## src/rtl/pipe_pkg.sv

```systemverilog
// -----------------------------------------------------------------------------
// pipe_pkg
// Shared definitions for the elastic pipeline stage register family.
//
// Contents:
//   pipe_state_t / ST_*  : stage occupancy encoding {main_valid, skid_valid}
//   CTRL_*               : bit positions inside the control bundle
//   *_DATA_W             : default data-bundle widths per stage boundary
//   ctrl_is_write        : true when a control word can modify architectural
//                          state (RegWrite or MemWrite set)
// -----------------------------------------------------------------------------
package pipe_pkg;

  // Occupancy encoding: bit 1 = main register valid, bit 0 = skid valid.
  // 2'b01 is unreachable; the stage treats it as a fault and recovers to EMPTY.
  typedef logic [1:0] pipe_state_t;

  localparam pipe_state_t ST_EMPTY = 2'b00;
  localparam pipe_state_t ST_FULL  = 2'b10;
  localparam pipe_state_t ST_SKID  = 2'b11;

  // Control bundle bit positions.
  localparam int CTRL_REGDST    = 0;
  localparam int CTRL_BRANCH    = 1;
  localparam int CTRL_MEMREAD   = 2;
  localparam int CTRL_MEMTOREG  = 3;
  localparam int CTRL_MEMWRITE  = 4;
  localparam int CTRL_ALUSRC    = 5;
  localparam int CTRL_REGWRITE  = 6;
  localparam int CTRL_SHIFT     = 7;
  localparam int CTRL_FIN       = 8;
  localparam int CTRL_ALUOP_LSB = 9;
  localparam int CTRL_ALUOP_MSB = 10;
  localparam int CTRL_W_DEFAULT = 11;

  // Default data-bundle widths for each stage boundary.
  localparam int IFID_DATA_W  = 64;   // pc + instruction
  localparam int IDEX_DATA_W  = 186;  // operands, sign-ext, instruction fields
  localparam int EXMEM_DATA_W = 107;  // alu result, store data, dest, branch target
  localparam int MEMWB_DATA_W = 71;   // load data, alu result, dest

  // A control word that would write register file or memory.
  function automatic logic ctrl_is_write(input logic [CTRL_W_DEFAULT-1:0] ctrl);
    return ctrl[CTRL_REGWRITE] | ctrl[CTRL_MEMWRITE];
  endfunction

endpackage

```

## src/rtl/pipe_skid_buf.sv

```systemverilog
// -----------------------------------------------------------------------------
// pipe_skid_buf
// Single-entry skid register with its valid bit. Catches the entry accepted
// in the cycle the downstream stalls, so the upstream handshake can be fully
// registered.
//
// Ports:
//   clk        in   clock, rising edge
//   rst_n      in   synchronous active-low reset
//   load       in   capture load_ctrl/load_data and mark valid
//   clear      in   entry moved to the main register; invalidate
//   flush      in   kill the held entry; highest priority after reset
//   load_ctrl  in   [CTRL_W] control bundle to capture
//   load_data  in   [DATA_W] data bundle to capture
//   valid      out  entry held
//   ctrl       out  [CTRL_W] held control bundle (zero when not valid)
//   data       out  [DATA_W] held data bundle
// -----------------------------------------------------------------------------
module pipe_skid_buf
  import pipe_pkg::*;
#(
  parameter int CTRL_W = CTRL_W_DEFAULT,
  parameter int DATA_W = IDEX_DATA_W
) (
  input  logic              clk,
  input  logic              rst_n,
  input  logic              load,
  input  logic              clear,
  input  logic              flush,
  input  logic [CTRL_W-1:0] load_ctrl,
  input  logic [DATA_W-1:0] load_data,
  output logic              valid,
  output logic [CTRL_W-1:0] ctrl,
  output logic [DATA_W-1:0] data
);

  logic              valid_r;
  logic [CTRL_W-1:0] ctrl_r;
  logic [DATA_W-1:0] data_r;

  // Skid entry storage: ctrl is zeroed whenever the entry stops being valid.
  always_ff @(posedge clk) begin
    if (!rst_n) begin
      valid_r <= 1'b0;
      ctrl_r  <= {CTRL_W{1'b0}};
      data_r  <= {DATA_W{1'b0}};
    end else if (flush) begin
      valid_r <= 1'b0;
      ctrl_r  <= {CTRL_W{1'b0}};
      data_r  <= data_r;
    end else if (clear) begin
      valid_r <= 1'b0;
      ctrl_r  <= {CTRL_W{1'b0}};
      data_r  <= data_r;
    end else if (load) begin
      valid_r <= 1'b1;
      ctrl_r  <= load_ctrl;
      data_r  <= load_data;
    end else begin
      valid_r <= valid_r;
      ctrl_r  <= ctrl_r;
      data_r  <= data_r;
    end
  end

  assign valid = valid_r;
  assign ctrl  = ctrl_r;
  assign data  = data_r;

endmodule

```

## src/rtl/pipe_stage_reg.sv

```systemverilog
// -----------------------------------------------------------------------------
// pipe_stage_reg
// Elastic pipeline stage register: one control bundle plus one data bundle,
// valid/ready on both sides, a skid entry so in_ready is a pure register,
// flush that kills held entries, and control forced to zero on bubbles so a
// bubble can never carry RegWrite/MemWrite.
//
// Ports:
//   clk         in   clock, rising edge
//   rst_n       in   synchronous active-low reset
//   in_valid    in   upstream presents an entry
//   in_ready    out  stage accepts an entry this cycle (registered, !skid_valid)
//   in_ctrl     in   [CTRL_W] control bundle from upstream
//   in_data     in   [DATA_W] data bundle from upstream
//   flush       in   kill all held entries; a same-cycle drain still completes
//   out_valid   out  entry presented downstream
//   out_ready   in   downstream accepts the entry
//   out_ctrl    out  [CTRL_W] control bundle; zero whenever out_valid=0
//   out_data    out  [DATA_W] data bundle; holds last value on bubbles
//   bubble_cnt  out  [CNT_W] saturating count of cycles with !out_valid && out_ready
// -----------------------------------------------------------------------------
module pipe_stage_reg
  import pipe_pkg::*;
#(
  parameter int CTRL_W = CTRL_W_DEFAULT,
  parameter int DATA_W = IDEX_DATA_W,
  parameter int CNT_W  = 16
) (
  input  logic              clk,
  input  logic              rst_n,
  input  logic              in_valid,
  output logic              in_ready,
  input  logic [CTRL_W-1:0] in_ctrl,
  input  logic [DATA_W-1:0] in_data,
  input  logic              flush,
  output logic              out_valid,
  input  logic              out_ready,
  output logic [CTRL_W-1:0] out_ctrl,
  output logic [DATA_W-1:0] out_data,
  output logic [CNT_W-1:0]  bubble_cnt
);

  localparam logic [CNT_W-1:0] CNT_MAX = {CNT_W{1'b1}};
  localparam logic [CNT_W-1:0] CNT_ONE = {{(CNT_W-1){1'b0}}, 1'b1};

  // Main register (drives the outputs directly).
  logic              main_valid_r;
  logic [CTRL_W-1:0] main_ctrl_r;
  logic [DATA_W-1:0] main_data_r;
  logic              in_ready_r;
  logic [CNT_W-1:0]  bubble_cnt_r;

  // Skid entry.
  logic              skid_valid_s;
  logic [CTRL_W-1:0] skid_ctrl_s;
  logic [DATA_W-1:0] skid_data_s;

  // Handshake and next-state decode.
  logic              accept_s;
  logic              drain_s;
  pipe_state_t       state_s;
  pipe_state_t       nxt_state_s;
  logic              main_load_in_s;
  logic              main_load_skid_s;
  logic              skid_load_s;
  logic              skid_clear_s;

  assign accept_s = in_valid & in_ready_r;
  assign drain_s  = main_valid_r & out_ready;
  assign state_s  = {main_valid_r, skid_valid_s};

  // Occupancy state machine; flush overrides every transition. A drain in a
  // flush cycle needs no action here: downstream already took the entry.
  always_comb begin
    nxt_state_s      = state_s;
    main_load_in_s   = 1'b0;
    main_load_skid_s = 1'b0;
    skid_load_s      = 1'b0;
    skid_clear_s     = 1'b0;
    if (flush) begin
      nxt_state_s = ST_EMPTY;
    end else begin
      case (state_s)
        ST_EMPTY: begin
          if (accept_s) begin
            nxt_state_s    = ST_FULL;
            main_load_in_s = 1'b1;
          end else begin
            nxt_state_s = ST_EMPTY;
          end
        end
        ST_FULL: begin
          if (accept_s && drain_s) begin
            nxt_state_s    = ST_FULL;
            main_load_in_s = 1'b1;
          end else if (accept_s) begin
            nxt_state_s = ST_SKID;
            skid_load_s = 1'b1;
          end else if (drain_s) begin
            nxt_state_s = ST_EMPTY;
          end else begin
            nxt_state_s = ST_FULL;
          end
        end
        ST_SKID: begin
          // in_ready is low here, so accept_s cannot be set.
          if (drain_s) begin
            nxt_state_s      = ST_FULL;
            main_load_skid_s = 1'b1;
            skid_clear_s     = 1'b1;
          end else begin
            nxt_state_s = ST_SKID;
          end
        end
        default: begin
          // Unreachable {0,1}: drop the orphaned skid entry and restart empty.
          nxt_state_s  = ST_EMPTY;
          skid_clear_s = 1'b1;
        end
      endcase
    end
  end

  // Main register: loads from upstream or the skid entry; ctrl is cleared in
  // the register itself whenever the stage goes empty, data keeps its value.
  always_ff @(posedge clk) begin
    if (!rst_n) begin
      main_valid_r <= 1'b0;
      main_ctrl_r  <= {CTRL_W{1'b0}};
      main_data_r  <= {DATA_W{1'b0}};
    end else begin
      main_valid_r <= nxt_state_s[1];
      if (main_load_in_s) begin
        main_ctrl_r <= in_ctrl;
        main_data_r <= in_data;
      end else if (main_load_skid_s) begin
        main_ctrl_r <= skid_ctrl_s;
        main_data_r <= skid_data_s;
      end else if (!nxt_state_s[1]) begin
        main_ctrl_r <= {CTRL_W{1'b0}};
        main_data_r <= main_data_r;
      end else begin
        main_ctrl_r <= main_ctrl_r;
        main_data_r <= main_data_r;
      end
    end
  end

  // in_ready is the registered complement of the next skid occupancy, so
  // out_ready never reaches in_ready combinationally.
  always_ff @(posedge clk) begin
    if (!rst_n) begin
      in_ready_r <= 1'b1;
    end else begin
      in_ready_r <= ~nxt_state_s[0];
    end
  end

  // Saturating bubble counter; only reset clears it, flush does not.
  always_ff @(posedge clk) begin
    if (!rst_n) begin
      bubble_cnt_r <= {CNT_W{1'b0}};
    end else if (!main_valid_r && out_ready && (bubble_cnt_r != CNT_MAX)) begin
      bubble_cnt_r <= bubble_cnt_r + CNT_ONE;
    end else begin
      bubble_cnt_r <= bubble_cnt_r;
    end
  end

  pipe_skid_buf #(
    .CTRL_W (CTRL_W),
    .DATA_W (DATA_W)
  ) u_skid (
    .clk       (clk),
    .rst_n     (rst_n),
    .load      (skid_load_s),
    .clear     (skid_clear_s),
    .flush     (flush),
    .load_ctrl (in_ctrl),
    .load_data (in_data),
    .valid     (skid_valid_s),
    .ctrl      (skid_ctrl_s),
    .data      (skid_data_s)
  );

  assign in_ready   = in_ready_r;
  assign out_valid  = main_valid_r;
  assign out_ctrl   = main_ctrl_r;
  assign out_data   = main_data_r;
  assign bubble_cnt = bubble_cnt_r;

endmodule
```

## config.mk

```make
export PLATFORM = sky130hd
export DESIGN_NAME = pipe_stage_reg
export DESIGN_NICKNAME = d
export VERILOG_FILES = /design/src/rtl/pipe_pkg.sv /design/src/rtl/pipe_skid_buf.sv /design/src/rtl/pipe_stage_reg.sv
export SDC_FILE = /design/constraint.sdc
export NUM_CORES = 1
export LEC_CHECK = 0
export BUFFER_PORTS_ARGS = -buffer_cell sky130_fd_sc_hd__buf_4
export CORE_ASPECT_RATIO = 1.5
export CORE_MARGIN = 2
export CORE_UTILIZATION = 45
export DETAILED_ROUTE_END_ITERATION = 6
export GPL_TIMING_DRIVEN = 0
export HOLD_SLACK_MARGIN = 0.05
export PLACE_DENSITY = 0.66
export SETUP_SLACK_MARGIN = 0.3
export SLEW_MARGIN = 10
export SYNTH_ARGS = -nofsm -noshare
export SYNTH_HDL_FRONTEND = slang
export SYNTH_SLANG_ARGS = --single-unit
```

## constraint.sdc

```tcl
create_clock -name clk -period 1.8 [get_ports clk]
set_input_delay 0 -clock clk [delete_from_list [all_inputs] [get_ports clk]]
set_output_delay 0 -clock clk [all_outputs]
set_load 0.03 [all_outputs]
```

==> impl_results.md, run 1 <==
- CORE AREA: 0.0365 mm^2
- Overflow after GRT: 0
- Top_reg_cell synth: dfxtp_1
- Vias in the first global route: 17188
- Largest net degree at the start of global routing: 16
- Clock latency on the worst-skew pair: 550 ps
- Worst R2R Start: out_valid
- Final worst setup slack: -54.9 ps
- CP startpoint kind: flip-flop
- Die W: 160 um
- H-tree depth: 2
- Post-synth EDFFs: 0
- Hold path endpoint: out_ctrl[10]
- Worst hold path type: input port to flip-flop
- Share of synthesized registers carrying an async set or reset: 0%
- Final Hold Violating Endpoints: 0
- Drt wl/cell: 18.3 um
- Max clock buf depth: 3
- Post-Syn Instances: 2045
- Die Y: 239 um
- LEAKAGE: 9.65 nW
- Max Fclk: 0.539 GHz
- Power Internal: 16.2 mW
- Initial core utilization: 45.3%
- Most frequent cells in the layout: nand2_1, buf_4, dfxtp_1, dlygate4sd3_1, a21oi_1
- Max VDD drop: 788 uV
- Endpoint type of the worst setup path: flip-flop
- Drt drc: 7
- CTS tree: done
- Data arrival time of the worst path: 2300 ps
- Combinational power share: 15.8%
- CTS Buf Count: 41
- Routability cong.: 0.884
- Clock share of power: 40.2%
- Gr usage total: 29.0%
- Area Overhead vs Synth: 54.7%
- R2R depth: 7
- RSZ-0062 raised after global routing: true
- 1st-iter DRT viols: 1232
- Hold path depth: 4
- PortBufs: 415
- Placed insts: 2944
- Worst Skew: 13.1 ps
- Hold Startpoint: flush
- Net count reported at finish: 2937
- Max-slew violations: 0
- Final period util: 103%
- Setup CP Type: flip-flop to flip-flop
- CP Data Required Time: 2250 ps
- Mapped Nets: 2248
- Seq pwr share: 44.0%
- Final Critical Period: 1850 ps
- Largest fanout on the critical path: 10
- Root Driver: clkbuf_16
- Slew @ Worst Pin: 955 ps
- Power Density: 861 mW/mm^2
- Switching Fraction: 26.3%
- FF-to-FF End: out_data[59]
- Die footprint: 0.0383 mm^2
- Relative slew slack: 36.3%
- Syn_area_per_cell: 8.08 um^2
- First-pass DRT Iterations: 7
- Detailed-route via count: 17452
- Synth warn: 0
- Count of different cell masters after synthesis: 43
- Final setup viols: 15
- Dpl hpwl: 40200 um
- Avg Vias per Cell: 5.36
- Sw Pwr: 5.78 mW
- Clock slew at reported path FFs: 60 ps
- Layout cell share with drive strength beyond 1: 33.0%
- R2R Setup Slk: -50 ps
- Final wirelength: 59500 um
- Num rows: 86
- Seq cells post-synth: 413
- Synthesized area: 0.0165 mm^2
- Most common cell after layout, fill and taps aside: nand2_1
- Antenna Nets Post-Route: 0
- Failing checks: DRC, setup timing
- Status: finished with violations
- Clk sinks: 413
- IO Count: 417
- Setup TNS: -225 ps
- Initial antenna violation count: 5
- First-pass GRT wire length: 90100 um
- Post-route insts no fill: 3254
- Seq/Total Area, Yosys: 50.1%
- Max Cap Viol: 0
final cells by class:
type,instances,area (um^2)
multi-input combinational,1453,8220
tap,484,606
sequential,413,8300
timing repair buffer,646,5490
fill,2838,10900
antenna,7,17.5
clock buffer,57,1150
buffer,176,1550
inverter,3,11.3
clock inverter,15,211
worst max-delay path, stage by stage, from the launching register on:
cell and delay [ps]:
dfxtp_4 370, nor2b_2 170, or3_1 320, clkbuf_8 150, buf_6 130, clkbuf_16 180, clkbuf_8 190, a311oi_2 240
sequential cells by signal, summed over array words and instances (netlist names):
signal and cells:
u_skid.data 186, u_skid.ctrl 11, out_ctrl 11, u_skid.valid 1, bubble_cnt 16, in_ready 1
out_data 186, out_valid 1
worst max-delay path by stage:
stage	startpoint	to	slack, ps	cells past startpoint
CTS	u_skid.valid	out_data[43]	-40	7
global placement	out_valid	u_skid.data[137]	-440	7
global route	u_skid.valid	out_data[65]	-90	8
floorplan	in_ready	out_data[100]	180	7
detailed placement	out_valid	u_skid.data[137]	-450	7
finish	out_valid	out_data[59]	-50	7
power groups by stage:
stage          Combinational, mW  Sequential (mW)  Clock, mW
2_1_floorplan              0.878             10.4          0
3_3_place_gp                2.66             9.86          0
3_5_place_dp                2.68             9.87          0
4_1_cts                     3.21             9.67       8.96
5_1_grt                     3.64             9.71       9.31
6_report                    3.47             9.68       8.85
metrics by stage:
stage | setup slack (ps) | power (mW) | hold WS (ps) | util (%) | area, um^2
6_report | -54.9 | 22.0 | 90.7 | 70.1 | 25600
5_1_grt | -88.1 | 22.7 | 122 | 70.0 | 25600
4_1_cts | -44.8 | 21.8 | 50.7 | 67.4 | 24600
3_5_place_dp | -447 | 12.6 | 267 | 56.2 | 20500
3_3_place_gp | -439 | 12.5 | 257 | 56.2 | 20500
2_1_floorplan | 178 | 11.3 | 133 | - | 16800
repair_timing:
item	in CTS	in global routing
setup buffers	11	6
gates resized for setup	151	264
hold buffers	206	0
pin swaps	3	13
endpoints found under the hold margin	405	0
setup endpoints to repair	409	409
gates cloned	2	6
cell usage after synthesis (all sizes together) (3+ instances only):
library cell,n,area share (%)
a222oi,11,0.67
or4,4,0.18
mux2i,4,0.24
or3,5,0.19
nand2b,6,0.23
o21ai,7,0.21
nor3,4,0.15
nand2,783,18
nor2,203,4.6
a311oi,186,13
nor4,3,0.20
buf,57,2.0
nand3,3,0.091
dfxtp,413,50
nand4,4,0.15
clkbuf,119,2.7
a21oi,205,6.2
layer usage:
metal	vias to the layer above	wire length, um	global-route usage, %
met5	-	0	0
met4	0	3060	14.4
met3	154	3440	5.26
met2	600	30700	52.7
met1	8362	22300	32.5
li1	8336	-	-
cell families after synthesis:
logic type | synth area share [%]
AOI/OAI and AO/OA | 20.5
and+or+nand+nor | 24.3
buffers and inverters | 4.80
DFF | 50.1
muxes | 0.242
xor gates and xnor gates | 0.106
adders and majority gates | 0.0757
Note: power is estimated with default switching activity, not from simulation.
==> inputs of run 2 (changes only) <==
Settings changed: CORE_UTILIZATION 45 to 50, PLACE_DENSITY 0.66 to 0.73.
==> impl_results.md, run 2 (synthesized netlist as in run 1, its figures left out) <==
- Max clock buf depth: 3 (unchanged)
- R2R depth: 7 (unchanged)
- Setup TNS: -1370 ps (-1140 ps)
- Root Driver: clkbuf_16
- Detailed-route via count: 19414 (+11%)
- Most frequent cells in the layout: nand2_1, buf_4, dfxtp_1, dlygate4sd3_1, a311oi_2
- Power Density: 782 mW/mm^2 (-9.2%)
- CP Data Required Time: 2230 ps (-20 ps)
- Worst Skew: 12.6 ps (-0.528 ps)
- Max Cap Viol: 0 (unchanged)
- Antenna Nets Post-Route: 0 (unchanged)
- Vias in the first global route: 18714 (+8.9%)
- Drt wl/cell: 22.4 um (+22%)
- Relative slew slack: 39.1% (+2.8 points)
- Final period util: 105% (+2.0 points)
- Initial antenna violation count: 9 (+4)
- Clk sinks: 413 (unchanged)
- Dpl hpwl: 39300 um (-2.1%)
- First-pass DRT Iterations: 6 (-1)
- Most common cell after layout, fill and taps aside: nand2_1
- Drt drc: 0 (-7)
- Final setup viols: 68 (+53)
- Setup CP Type: flip-flop to flip-flop
- First-pass GRT wire length: 99500 um (+11%)
- Die footprint: 0.0345 mm^2 (-9.8%)
- Final Hold Violating Endpoints: 0 (unchanged)
- Gr usage total: 35.4% (+6.4 points)
- Data arrival time of the worst path: 2320 ps (+20 ps)
- Layout cell share with drive strength beyond 1: 41.3% (+8.3 points)
- Overflow after GRT: 0 (unchanged)
- CP startpoint kind: flip-flop
- Area Overhead vs Synth: 68.6%
- RSZ-0062 raised after global routing: true
- IO Count: 417 (unchanged)
- Die Y: 227 um (-5.0%)
- Final Critical Period: 1890 ps (+35.7 ps)
- Initial core utilization: 50.8% (+5.5 points)
- Hold path depth: 5 (+1)
- PortBufs: 415 (unchanged)
- # fillers: 1596 (-44%)
- Net count reported at finish: 3005 (+2.3%)
- Final core occ: 85.6% (+16 points)
- Clock slew at reported path FFs: 70 ps (about the same)
- LEAKAGE: 10.6 nW (+10%)
- Max VDD drop: 682 uV (-13%)
- Worst hold path type: input port to flip-flop
- Largest fanout on the critical path: 10 (unchanged)
- Final wirelength: 72700 um (+22%)
- CORE AREA: 0.0325 mm^2 (-11%)
- Slew @ Worst Pin: 913 ps (-42.0 ps)
- Status: finished with violations
- CTS Buf Count: 40 (-2.4%)
- Endpoint type of the worst setup path: flip-flop
- Avg Vias per Cell: 5.97 (+11%)
- CTS tree: done
- Max Fclk: 0.529 GHz (-1.9%)
- Max-slew violations: 0 (unchanged)
- Final worst setup slack: -90.6 ps (-35.7 ps)
- 1st-iter DRT viols: 1646 (+34%)
- Routability cong.: 0.888 (+0.43%)
- Num rows: 81 (-5.8%)
- Die W: 152 um (-5.0%)
- Largest net degree at the start of global routing: 15 (-1)
- Failing checks: setup timing
- Clock latency on the worst-skew pair: 550 ps (about the same)
- H-tree depth: 2 (unchanged)
-- run 2: changes by cell type in the layout (fill, tap and decap cells not counted), moves of 24 or more --
cell	delta
a311oi_2	+47
nand2_2	+70
nor2_1	+69
a311oi_1	-50
nand2_1	-116
a21oi_2	+84
nor2_2	-57
nand2_4	+46
a21oi_1	-85
buf_16	+24
-- run 2: metal layers --
layer	track usage, %	vias up	wire length [um]
li1	-	8491	-
met1	38.4	9278	24800
met2	62.7	1240	36100
met3	7.34	405	6220
met4	23.1	0	5610
met5	0	-	0
-- run 2: critical path, cell delays in order, from the launching register on --
cell and delay (ps):
dfxtp_4 350, nand3b_4 170, or3_4 370, buf_6 150
buf_6 130, buf_12 150, buf_12 150, a311oi_2 300
-- run 2: timing repair --
item	CTS	global route
hold endpoints to repair	406	0
pin swaps	176	38
hold buffers	205	0
endpoints found under the setup margin	408	409
gates cloned	30	13
gates resized for setup	380	349
setup buffers	31	22
-- run 2: metrics by stage --
stage	std cells	area (um^2)	hold WS, ps	worst slack, ps	total power, mW
2_1_floorplan	2045	16800	133	178	11.3
3_3_place_gp	2875	20400	258	-387	12.5
3_5_place_dp	2875	20400	267	-464	12.5
4_1_cts	3208	26000	57.5	-22.3	21.1
5_1_grt	3251	27800	153	-131	22.3
6_report	3251	27800	143	-90.6	21.8
-- run 2: final timing paths --
check / startpoint / end / slack (ps)
max reg2reg: u_skid.valid / out_data[164] / -90
min: out_ready / bubble_cnt[8] / 140
max: u_skid.valid / out_data[164] / -90
min reg2reg: u_skid.data[137] / u_skid.data[137] / 450
-- run 2: cell type report --
class	instances	area (um^2)	area share, %
multi-input combinational	1453	9210	33.1
sequential	413	8310	29.9
timing repair buffer	716	6840	24.6
buffer	175	1680	6.02
clock buffer	56	1160	4.17
tap	415	519	1.86
clock inverter	11	83.8	0.301
antenna	9	22.5	0.0809
inverter	3	11.3	0.0404
-- run 2: report_power, final --
group / total [mW] / switching, mW / internal [mW] / leakage, nW
combinational: 3.76 / 2.07 / 1.69 / 6.63
sequential: 9.70 / 0.233 / 9.46 / 3.38
clock: 8.31 / 3.67 / 4.64 / 0.625
total: 21.8 / 5.98 / 15.8 / 10.6
==> inputs of run 3 (changes only) <==
Settings changed: PLACE_DENSITY 0.73 to 0.76.
==> impl_results.md, run 3 (synthesized netlist as in run 1, its figures left out) <==
- Max VDD drop: 829 uV (+22%)
- LEAKAGE: 9.89 nW (-6.9%)
- Combinational power share: 15.8% (-1.5 points)
- RSZ-0062 raised after global routing: true
- Final period util: 109% (+4.0 points)
- Max clock buf depth: 3 (unchanged)
- Die Y: 227 um (unchanged)
- Status: finished with violations
- Setup CP Type: flip-flop to flip-flop
- Max Fclk: 0.510 GHz (-3.7%)
- M1 WL: 23400 um (-5.7%)
- Final setup viols: 146 (+110%)
- Final Hold Violating Endpoints: 0 (unchanged)
- Cell repeated most along the worst path: buf_6
- R2R depth: 7 (unchanged)
- Power Internal: 16.2 mW (+2.8%)
- Most common cell after layout, fill and taps aside: nand2_1
- Final worst setup slack: -162 ps (-71.8 ps)
- Area Overhead vs Synth: 57.8%
- Final instance area: 0.0261 mm^2 (-6.4%)
- Clock slew at reported path FFs: 70 ps (about the same)
- Worst hold margin: 79.6 ps (-63.6 ps)
- CORE AREA: 0.0325 mm^2 (unchanged)
- Area of the multi-input gates: 0.00858 mm^2 (-6.9%)
- IO Count: 417 (unchanged)
- Worst Skew: 9.90 ps (-2.67 ps)
- Relative slew slack: 38.9% (-0.26 points)
- Root Driver: clkbuf_16
- PortBufs: 415 (unchanged)
- Failing checks: DRC, setup timing
- Largest fanout on the critical path: 10 (unchanged)
- Avg Vias per Cell: 5.84 (-2.1%)
- First-pass GRT wire length: 98400 um (-1.1%)
- Dpl hpwl: 39100 um (-0.55%)
- Net count reported at finish: 2944 (-2.0%)
- Detailed-route via count: 18631 (-4.0%)
- # fillers: 1851 (+16%)
- CTS tree: done
- CP startpoint kind: flip-flop
- Clock latency on the worst-skew pair: 540 ps (about the same)
- Pre-CTS setup slack: -436 ps (+27.7 ps)
- Data arrival time of the worst path: 2350 ps (+30 ps)
- Overflow after GRT: 0 (unchanged)
- Gr usage total: 35.0% (-0.42 points)
- Initial antenna violation count: 4 (-5)
- Clk sinks: 413 (unchanged)
- Sw Pwr: 5.87 mW (-1.8%)
- Hold path depth: 5 (unchanged)
- Initial core utilization: 50.8% (unchanged)
- Final wirelength: 68000 um (-6.4%)
- Layout cell share with drive strength beyond 1: 35.5% (-5.8 points)
- Power Density: 848 mW/mm^2 (+8.4%)
- Highest metal used: met5
- Clock share of power: 40.3% (+2.1 points)
- CTS Buf Count: 39 (-2.5%)
- Die footprint: 0.0345 mm^2 (unchanged)
- Most frequent cells in the layout: nand2_1, buf_4, dfxtp_1, dlygate4sd3_1, a21oi_1
- First-pass DRT Iterations: 7 (+1)
- Slew @ Worst Pin: 917 ps (+3.90 ps)
- Met2 wire length: 34400 um (-4.6%)
- Switching Fraction: 26.6% (-0.89 points)
- H-tree depth: 2 (unchanged)
- Max-slew violations: 0 (unchanged)
- Met3 WL: 5360 um (-14%)
- Worst path max stage delay: 400 ps (+30 ps)
- CP Data Required Time: 2190 ps (-40 ps)
- Die W: 152 um (unchanged)
- Worst hold path type: input port to flip-flop
- Sequential cell area: 0.00830 mm^2 (-0.18%)
- 1st-iter DRT viols: 1406 (-15%)
- Routability cong.: 0.903 (+1.7%)
- Seq pwr share: 43.9% (-0.7 points)
- Max Cap Viol: 0 (unchanged)
- Worst-path cell with the longest stage delay: or3_4
- Antenna Nets Post-Route: 0 (unchanged)
- Endpoint type of the worst setup path: flip-flop
- Final Critical Period: 1960 ps (+71.8 ps)
- Area post-placement: 0.0204 mm^2 (unchanged)
- Drt wl/cell: 21.3 um (-4.6%)
- Num rows: 81 (unchanged)
- Drt drc: 1 (+1)
- Worst path cell trace: nand3b_4, or3_4, buf_6, buf_6, buf_6, nor2_2, a311oi_2
- Vias in the first global route: 18679 (-0.19%)
- Largest net degree at the start of global routing: 16 (+1)
run 3: cell count changes in the layout (fill, tap and decap cells not counted), sizes merged:
cell	change
buf	-59
bufinv	+4
clkbuf	-4
clkinv	+1
clkinvlp	+2
diode	-7
dlygate4sd3	-1
inv	+1
run 3: worst max-delay path: cells and delay by family, from the launching register on:
kind | cells | cell delay, ps
DFF | 1 | 360
and+or+nand+nor | 3 | 850
AOI/OAI and AO/OA | 1 | 90
buffers and inverters | 3 | 480
run 3: worst paths after layout:
path,to,slack [ps],startpoint
worst max register to register,out_data[89],-160,u_skid.valid
worst min register to register,u_skid.data[13],450,u_skid.data[13]
worst max-delay path,out_data[89],-160,u_skid.valid
worst min-delay path,bubble_cnt[2],80,out_ready
run 3: timing repair:
item / 4_1_cts / 5_1_grt
pin swaps: 151 / 7
hold buffers: 204 / 0
setup endpoints to repair: 409 / 410
gates resized for setup: 308 / 153
gates cloned: 16 / 4
buffers inserted: 12 / 5
endpoints found under the hold margin: 406 / 0
run 3: layer usage:
layer,track usage [%],vias to the layer above
met5,0,-
met4,20.8,4
met3,7.57,363
met2,63.0,1081
met1,37.7,8832
li1,-,8351
run 3: per-stage QoR:
step / cells / total power [mW] / util (%) / TNS [ps]
2_1_floorplan: 2045 / 11.3 / - / 0
5_1_grt: 3188 / 22.6 / 80.1 / -13690
3_5_place_dp: 2875 / 12.5 / 62.8 / -100360
3_3_place_gp: 2875 / 12.5 / 62.8 / -83110
4_1_cts: 3177 / 21.7 / 77.9 / -225
6_report: 3188 / 22.1 / 80.1 / -6060
run 3: power by group through the flow:
stage | Clock (mW) | Combinational (mW) | Sequential, mW
2_1_floorplan | 0 | 0.878 | 10.4
3_3_place_gp | 0 | 2.63 | 9.87
3_5_place_dp | 0 | 2.66 | 9.88
4_1_cts | 8.90 | 3.16 | 9.68
5_1_grt | 9.29 | 3.62 | 9.72
6_report | 8.91 | 3.48 | 9.71
run 3: layout make-up:
class                           instances  share of cell area (%)
Buffer                                175                    5.59
Clock buffer                           52                    4.41
Inverter                                3                  0.0432
Clock inverter                         19                   0.869
Tap cell                              415                    1.99
Timing Repair Buffer                  656                    22.3
Multi-Input combinational cell       1453                    32.9
Sequential cell                       413                    31.8
Antenna cell                            2                  0.0192
